--- src/rtl/calc_pkg.sv ---
// Shared types and limits for the calculator datapath: operand entry FSM
// states and the signed-magnitude bounds of a W-bit two's-complement operand.
package calc_pkg;

    typedef enum logic [2:0] {
        A_TENS = 3'd0,
        A_ONES = 3'd1,
        B_TENS = 3'd2,
        B_ONES = 3'd3,
        DONE   = 3'd4
    } entry_state_t;

    localparam int BCD_MAX = 9;

    function automatic int max_pos(input int w);
        return (1 << (w - 1)) - 1;
    endfunction

    function automatic int max_neg_mag(input int w);
        return 1 << (w - 1);
    endfunction

endpackage

--- src/rtl/operand_entry_if.sv ---
// Operand bus from the entry front end to the adder/subtractor.
interface operand_entry_if #(
    parameter int W = 6
);
    logic [W-1:0] opA;
    logic [W-1:0] opB;
    logic         a_valid;
    logic         b_valid;
    logic         ready;

    modport master (output opA, output opB, output a_valid, output b_valid, output ready);
    modport slave  (input  opA, input  opB, input  a_valid, input  b_valid, input  ready);
endinterface

--- src/rtl/press_detect.sv ---
// Synchronizes a raw active-low pushbutton and emits a one-cycle pulse on
// each press (1->0 transition of the synchronized level).
module press_detect #(
    parameter int SYNC_STAGES = 2
) (
    input  logic clk,
    input  logic reset_n,
    input  logic btn_n,
    output logic press
);

    logic [SYNC_STAGES-1:0] sync_q;
    logic                   hist_q;

    // Flops reset to the released level so leaving reset never looks like a press.
    always_ff @(posedge clk or negedge reset_n) begin
        if (!reset_n) begin
            sync_q <= '1;
            hist_q <= 1'b1;
        end else begin
            // NOTE: non-blocking assignments let every stage sample the previous
            // value, giving a true shift chain rather than a single flop.
            sync_q <= {sync_q[SYNC_STAGES-2:0], btn_n};
            hist_q <= sync_q[SYNC_STAGES-1];
        end
    end

    assign press = hist_q & ~sync_q[SYNC_STAGES-1];

endmodule

--- src/rtl/operand_entry.sv ---
// Keys in two signed decimal operands (sign + two BCD digits each) from
// switches and a pushbutton, and presents them as W-bit two's complement.
module operand_entry
    import calc_pkg::*;
#(
    parameter int W           = 6,
    parameter int SYNC_STAGES = 2
) (
    input  logic            clk,
    input  logic            reset_n,
    input  logic [3:0]      digit_in,
    input  logic            sign_in,
    input  logic            enter_n,
    operand_entry_if.master ops,
    output logic            err,
    output logic [2:0]      stage,
    output logic [3:0]      tens_shadow
);

    localparam logic [6:0] MAX_POS = 7'(max_pos(W));
    localparam logic [6:0] MAX_NEG = 7'(max_neg_mag(W));

    entry_state_t state_q, state_d;
    logic [W-1:0] opa_q, opa_d, opb_q, opb_d;
    logic         a_valid_q, a_valid_d, b_valid_q, b_valid_d;
    logic         ready_q, ready_d, err_q, err_d;
    logic [3:0]   tens_q, tens_d;

    logic         press;
    logic         digit_ok;
    logic         in_range;
    logic [6:0]   mag;
    logic [W-1:0] value;

    press_detect #(.SYNC_STAGES(SYNC_STAGES)) u_press (
        .clk     (clk),
        .reset_n (reset_n),
        .btn_n   (enter_n),
        .press   (press)
    );

    assign digit_ok = digit_in <= 4'(BCD_MAX);
    assign mag      = 7'(tens_q) * 7'd10 + 7'(digit_in);
    assign in_range = sign_in ? (mag <= MAX_NEG) : (mag <= MAX_POS);
    // Negation in 7 bits then truncation gives -2^(W-1) for the most negative
    // magnitude and plain 0 for a negative zero.
    assign value    = W'(sign_in ? 7'd0 - mag : mag);

    always_comb begin
        // NOTE: every target gets a default before any branch so no path
        // leaves a variable unassigned and infers a latch.
        state_d   = state_q;
        opa_d     = opa_q;
        opb_d     = opb_q;
        a_valid_d = a_valid_q;
        b_valid_d = b_valid_q;
        err_d     = err_q;
        tens_d    = tens_q;
        ready_d   = 1'b0;

        if (press) begin
            case (state_q)
                A_TENS, B_TENS: begin
                    if (digit_ok) begin
                        tens_d = digit_in;
                        err_d  = 1'b0;
                        if (state_q == A_TENS) state_d = A_ONES;
                        else                   state_d = B_ONES;
                    end else begin
                        err_d = 1'b1;
                    end
                end
                A_ONES, B_ONES: begin
                    if (!digit_ok) begin
                        err_d = 1'b1;
                    end else if (!in_range) begin
                        err_d = 1'b1;
                        if (state_q == A_ONES) state_d = A_TENS;
                        else                   state_d = B_TENS;
                    end else begin
                        err_d = 1'b0;
                        if (state_q == A_ONES) begin
                            opa_d     = value;
                            a_valid_d = 1'b1;
                            state_d   = B_TENS;
                        end else begin
                            opb_d     = value;
                            b_valid_d = 1'b1;
                            ready_d   = 1'b1;
                            state_d   = DONE;
                        end
                    end
                end
                DONE: begin
                    a_valid_d = 1'b0;
                    b_valid_d = 1'b0;
                    err_d     = 1'b0;
                    tens_d    = 4'd0;
                    state_d   = A_TENS;
                end
                default: state_d = A_TENS;
            endcase
        end
    end

    always_ff @(posedge clk or negedge reset_n) begin
        if (!reset_n) begin
            state_q   <= A_TENS;
            opa_q     <= '0;
            opb_q     <= '0;
            a_valid_q <= 1'b0;
            b_valid_q <= 1'b0;
            ready_q   <= 1'b0;
            err_q     <= 1'b0;
            tens_q    <= 4'd0;
        end else begin
            state_q   <= state_d;
            opa_q     <= opa_d;
            opb_q     <= opb_d;
            a_valid_q <= a_valid_d;
            b_valid_q <= b_valid_d;
            ready_q   <= ready_d;
            err_q     <= err_d;
            tens_q    <= tens_d;
        end
    end

    assign ops.opA     = opa_q;
    assign ops.opB     = opb_q;
    assign ops.a_valid = a_valid_q;
    assign ops.b_valid = b_valid_q;
    assign ops.ready   = ready_q;
    assign err         = err_q;
    assign stage       = state_q;
    assign tens_shadow = tens_q;

endmodule

--- src/flat_wrapper.sv ---
// flat-port wrapper written by rule: the top's interface ports become plain ports
module operand_entry_flat import calc_pkg::*;
#(
    parameter int W           = 6,
    parameter int SYNC_STAGES = 2
)
  (clk, reset_n, digit_in, sign_in, enter_n, err, stage, tens_shadow, ops_opA, ops_opB, ops_a_valid, ops_b_valid, ops_ready);
  operand_entry_if #(.W(W)) ops_i ();
  input  logic clk;
  input  logic reset_n;
  input  logic [3:0] digit_in;
  input  logic sign_in;
  input  logic enter_n;
  output logic err;
  output logic [2:0] stage;
  output logic [3:0] tens_shadow;
  output wire logic [$bits(ops_i.opA)-1:0] ops_opA;
  output wire logic [$bits(ops_i.opB)-1:0] ops_opB;
  output wire logic [$bits(ops_i.a_valid)-1:0] ops_a_valid;
  output wire logic [$bits(ops_i.b_valid)-1:0] ops_b_valid;
  output wire logic [$bits(ops_i.ready)-1:0] ops_ready;
  assign ops_opA = ops_i.opA;
  assign ops_opB = ops_i.opB;
  assign ops_a_valid = ops_i.a_valid;
  assign ops_b_valid = ops_i.b_valid;
  assign ops_ready = ops_i.ready;
  operand_entry #(.W(W), .SYNC_STAGES(SYNC_STAGES)) u_core (.clk(clk), .reset_n(reset_n), .digit_in(digit_in), .sign_in(sign_in), .enter_n(enter_n), .ops(ops_i), .err(err), .stage(stage), .tens_shadow(tens_shadow));
endmodule
--- config.mk ---
export PLATFORM = sky130hd
export DESIGN_NAME = operand_entry_flat
export DESIGN_NICKNAME = d
export VERILOG_FILES = /design/src/rtl/calc_pkg.sv /design/src/rtl/operand_entry_if.sv /design/src/rtl/press_detect.sv /design/src/rtl/operand_entry.sv /design/src/flat_wrapper.sv
export SDC_FILE = /design/constraint.sdc
export NUM_CORES = 1
export LEC_CHECK = 0
export ABC_AREA = 1
export CAP_MARGIN = 5
export CORE_ASPECT_RATIO = 1.5
export CORE_MARGIN = 4
export CORE_UTILIZATION = 52
export CTS_BUF_LIST = sky130_fd_sc_hd__clkbuf_16
export DETAILED_ROUTE_END_ITERATION = 8
export PLACE_DENSITY_LB_ADDON = 0.12
export SLEW_MARGIN = 40
export SYNTH_ARGS = -nofsm -noshare
export SYNTH_HDL_FRONTEND = slang
export SYNTH_SLANG_ARGS = --single-unit
export TNS_END_PERCENT = 20
--- constraint.sdc ---
create_clock -name clk -period 3.4 [get_ports clk]
set_clock_uncertainty 0.05 [all_clocks]
set_input_delay 0.51 -clock clk [delete_from_list [all_inputs] [get_ports clk]]
set_output_delay 0.51 -clock clk [all_outputs]
set_load 0.1 [all_outputs]
Yosys cells after proc, flatten, opt, wreduce, memory -nomap -nowiden. Index checks and enable logic that the tools add are counted.

Bits in registers: 26. Word-level logic and storage cells: 69. Bits of input ports: 8.

Multiply operators: 1. Mux-type cells: 28. Eq/ne operators: 9. Bitwise gates (word level): 3. Magnitude comparators: 3. Reductions and logical operators: 13. Add/sub/neg operators: 2.

Operators by type and width (number): $reduce_and 5->1 (4); $mux 1 (15); $mux 3 (4); $ne 2x1->1 const B (4); $pmux 4 s2 (1); $add 7x4->7 (1); $le 7x5->1 const B (1); $le 7x6->1 const B (1); $eq 3x2->1 const B (2); $mul 4x3->6 const B (1); $mux 6 (1); $pmux 3 s2 (1); $reduce_and 3->1 (2); $sub 1x6->6 const A (1); $le 4x4->1 const B (1); $mux 2 (2); $mux 4 (1); $pmux 1 s2 (2); $reduce_bool 2->1 (2); $reduce_or 2->1 (2); $eq 3x1->1 const B (1); $eq 3x3->1 const B (1); $logic_not 3->1 (1); $pmux 1 s3 (1); other kinds (5) (6).

Longest topological paths before layout.
Depth after elaboration: 8. Gate-level depth with buffers: 14. Mapped depth without buffers: 13.

By module. From an unflattened synthesis, not the netlist that was laid out.

Cell total of the unflattened synthesis: 189. Area total of the unflattened synthesis: 1547.7 um2.

Modules (own cells, without submodules): operand_entry (cells an instance 184, area each 1458.9 um2, instances 1); press_detect (cells an instance 5, area each 88.8 um2, instances 1).

Worst setup path before layout. OpenSTA, ideal clock, no wires.

Kind: register -> register. Start point: register u_core.tens_q[3], in the netlist u_core.tens_shadow[3]. End point: register u_core.state_q[1], in the netlist u_core.stage[1]. Path slack: -0.018 ns. Data arrival time: 3.237 ns. Setup time: 0.131 ns. Period minus slack after synthesis: 3.418 ns. Path buffers: 1. Cell stages (with the launch flop): 15. Data required time: 3.219 ns. Cell sequence: dfrtp_1 ha_1 ha_1 inv_1 fa_1 nor2_2 nand3_1 nand3_1 nand2_2 nand3_2 nand2_2 buf_6 ha_1 o211ai_1 o21ai_0.

Word-level cells in the longest chain between the ends: 7. Elaborated cells between the ends (all ways): 8. Classes of those cells: 1 x add/sub; 1 x mul; 2 x order compare; 4 x mux.

RTL lines: start: declaration (line operand_entry.sv:27) `logic [3:0] tens_q, tens_d;`; start signal: assignment (line operand_entry.sv:124) `tens_q <= tens_d;`; $mul 4x3->6 (*) (line operand_entry.sv:43) `assign mag = 7'(tens_q) * 7'd10 + 7'(digit_in);`; $add 7x4->7 (*) (line operand_entry.sv:43); $le 7x5->1 or $le 7x6->1 (tied branches) (line operand_entry.sv:44) `assign in_range = sign_in ? (mag <= MAX_NEG) : (mag <= MAX_POS);`; $mux 1 (*) (line operand_entry.sv:44); $mux 3 (*) (line operand_entry.sv:76) `end else if (!in_range) begin`; $mux 3 (*) (line operand_entry.sv:74) `if (!digit_ok) begin`; $pmux 3 s2 (*) (line operand_entry.sv:62) `case (state_q)`; end signal: assignment (line operand_entry.sv:117) `state_q <= state_d;`; end: declaration (line operand_entry.sv:23) `entry_state_t state_q, state_d;`.

Every way passes the cells marked *; elsewhere a longest branch is shown, timed or not. The select of a mux whose other input is x is not followed. A chain may end at the register's enable or synchronous reset.

Worst setup path in the final report.
Start point: register u_core.tens_q[1], in the netlist u_core.tens_shadow[1]. End point: register u_core.state_q[1], in the netlist u_core.stage[1].

Same word-level chain as after synthesis.

==> metrics <==
Gate Count Post-Synth 205; number of I/O port buffers 30; cts hold-fix bufs 0; worst hold path class reg2reg; Critical Path AT 3.11 ns; Setup violations, final 0; Final Slew Violations 0; initial antenna violation count 0; fin worst setup slack 0.374 ns; slowest CP cell dfrtp_2; die area 4120 sq um; syn_area_per_cell 7.98 sq um; cts bufs inserted 3; drt wl/cell 12.8 um; Setup CP Type reg2reg; Top cell by count, worst path ha_1; Die Span Y 76.7 um; post-synthesis register bit count 26; Total GRT Usage 19.4%; Layout area overhead 18.6%; Setup TNS 0 ns; post-route minimum period 3.03 ns; Cell Rows 24; WP buf/inv 1; Tightest Pin Transition 0.661 ns; nets@finish 258; layout cells sized above 1 21.1%; vias in the first global route 1400; largest net degree at the start of global routing 16; CP Launch Type register; maximum clock frequency 0.330 GHz; Clock transition at path regs 0.06 ns; worst path cell trace ha_1 -> ha_1 -> inv_1 -> fa_1 -> nor2_2 -> nand3_1 -> nand3_1 -> nand2_2 -> nand3_2 -> nand2_2 -> ha_1 -> o211ai_1 -> o21ai_0; Seq/Total Area, Yosys 40.0%; Die W 53.8 um; post-synth cell types 27; post-place setup slack 0.184 ns; fill cell total of the finished layout 260; Syn Nets 225; Ports 31; slowest stage delay, CP 0.45 ns; clock sink count 26; DRC Markers 0; clock buffer depth 2; commonest non-fill, non-tap cell in the layout nand2_1; post-CTS sizing 0; drt first-iter violations 29; worst hold path cell count 0; vias per inst 5.22; Detail Route Antenna Nets 0; synthesis warning total 0; Sequential Area 657 sq um; multi-input logic area 847 sq um; Final Wtd Congestion 0.837; fin area 1940 sq um; Placement Cell Area 1860 sq um; most frequent cells in the layout nand2_1, inv_1, buf_2; H-tree depth 1; setup repair after global routing missed its margin false; Post-CTS Setup Inserts 0; r2r worst-path depth 13; clk root buf clkbuf_16; core area 2970 sq um; TritonCTS clock tree done; vias 1442; Crit. End Element register; Crit path depth 13; ant diodes 0; grt total ovfl 0; Post-Place Cells 272; MaxCap Viol Count 0; Slew Limit Headroom 55.8%; hpwl dp 2870 um; post-route insts no fill 276; clk_lat worst skew 0.26 ns; critical-path maximum fanout 13; Final Hold Viols 0; CP delay by family, top adder cells; WP data required 3.48 ns; status complete, no violations; final WL 3540 um; Tcrit/Tclk final 89.0%; Initial Util 55.0%; first drt pass iteration count 6; synthesized area 1640 sq um; wire length of the first global-routing pass 6130 um
cell type report:
| type | count | area share, % |
|---|---|---|
| clock buffer | 3 | 3.87 |
| clock inverter | 1 | 0.194 |
| inverter | 30 | 5.81 |
| multi-input combinational | 146 | 43.7 |
| sequential | 26 | 33.9 |
| tap | 39 | 2.52 |
| timing repair buffer | 31 | 10.1 |
synthesized netlist by cell type:
library cell	count	area share, %
nand2_1	52	12
inv_1	25	5.7
dfrtp_1	23	35
nor2_1	17	3.9
nand3_1	15	4.6
nand4_1	14	5.4
ha_1	10	7.7
o21ai_0	5	1.5
inv_2	4	0.92
nand2_2	4	1.5
o21ai_1	4	1.2
a21oi_1	3	0.92
dfstp_2	3	4.8
nand3_2	3	1.8
nor2_2	3	1.1
xnor2_1	3	1.6
buf_2	2	0.61
fa_1	2	2.4
nand4_2	2	1.5
o211ai_1	2	0.92
o22ai_1	2	0.76
xor2_1	2	1.1
a211oi_2	1	0.76
buf_6	1	0.69
clkinv_1	1	0.23
nor2_4	1	0.69
nor4_1	1	0.38
worst paths after layout:
check | slack (ns) | end | start
worst max register to register | 0.37 | u_core.stage[1] | u_core.tens_shadow[1]
min in group asynchronous | 0.61 | u_core.ops.a_valid | reset_n
max in group asynchronous | 2.07 | u_core.ops.opA[0] | reset_n
worst min-delay path | 0.31 | u_core.u_press.sync_q[1] | u_core.u_press.sync_q[0]
worst min register to register | 0.31 | u_core.u_press.sync_q[1] | u_core.u_press.sync_q[0]
worst max-delay path | 0.37 | u_core.stage[1] | u_core.tens_shadow[1]
registers in the layout, indices dropped and copies added (netlist names):
name	flops
u_core.u_press.hist_q	1
u_core.ops.opA	6
u_core.stage	3
u_core.ops.a_valid	1
u_core.ops.b_valid	1
u_core.tens_shadow	4
u_core.u_press.sync_q	2
u_core.err	1
u_core.ops.ready	1
u_core.ops.opB	6
metal layers:
| metal | global-route usage [%] | wire length (um) |
|---|---|---|
| met5 | 0 | 0 |
| met4 | 9.21 | 85 |
| met3 | 2.33 | 162 |
| met2 | 34.0 | 1900 |
| met1 | 22.1 | 1400 |
logic make-up after synthesis:
kind of cell / share of synthesized area (%)
AOI/OAI and AO/OA: 6.12
xor gates and xnor gates: 2.68
adders and majority gates: 10.1
buffers and inverters: 8.19
DFF: 40.0
and+or+nand+nor: 32.9
per-stage QoR:
stage | util (%) | hold slack [ns]
finish | 65.2 | 0.307
global route | 65.2 | 0.314
CTS | 65.2 | 0.309
detailed placement | 62.6 | 0.299
global placement | 66.3 | 0.297
floorplan | - | 0.164
Power is not shown: default switching activity piles up to over one toggle a cycle in this logic, so the estimate is an artifact.
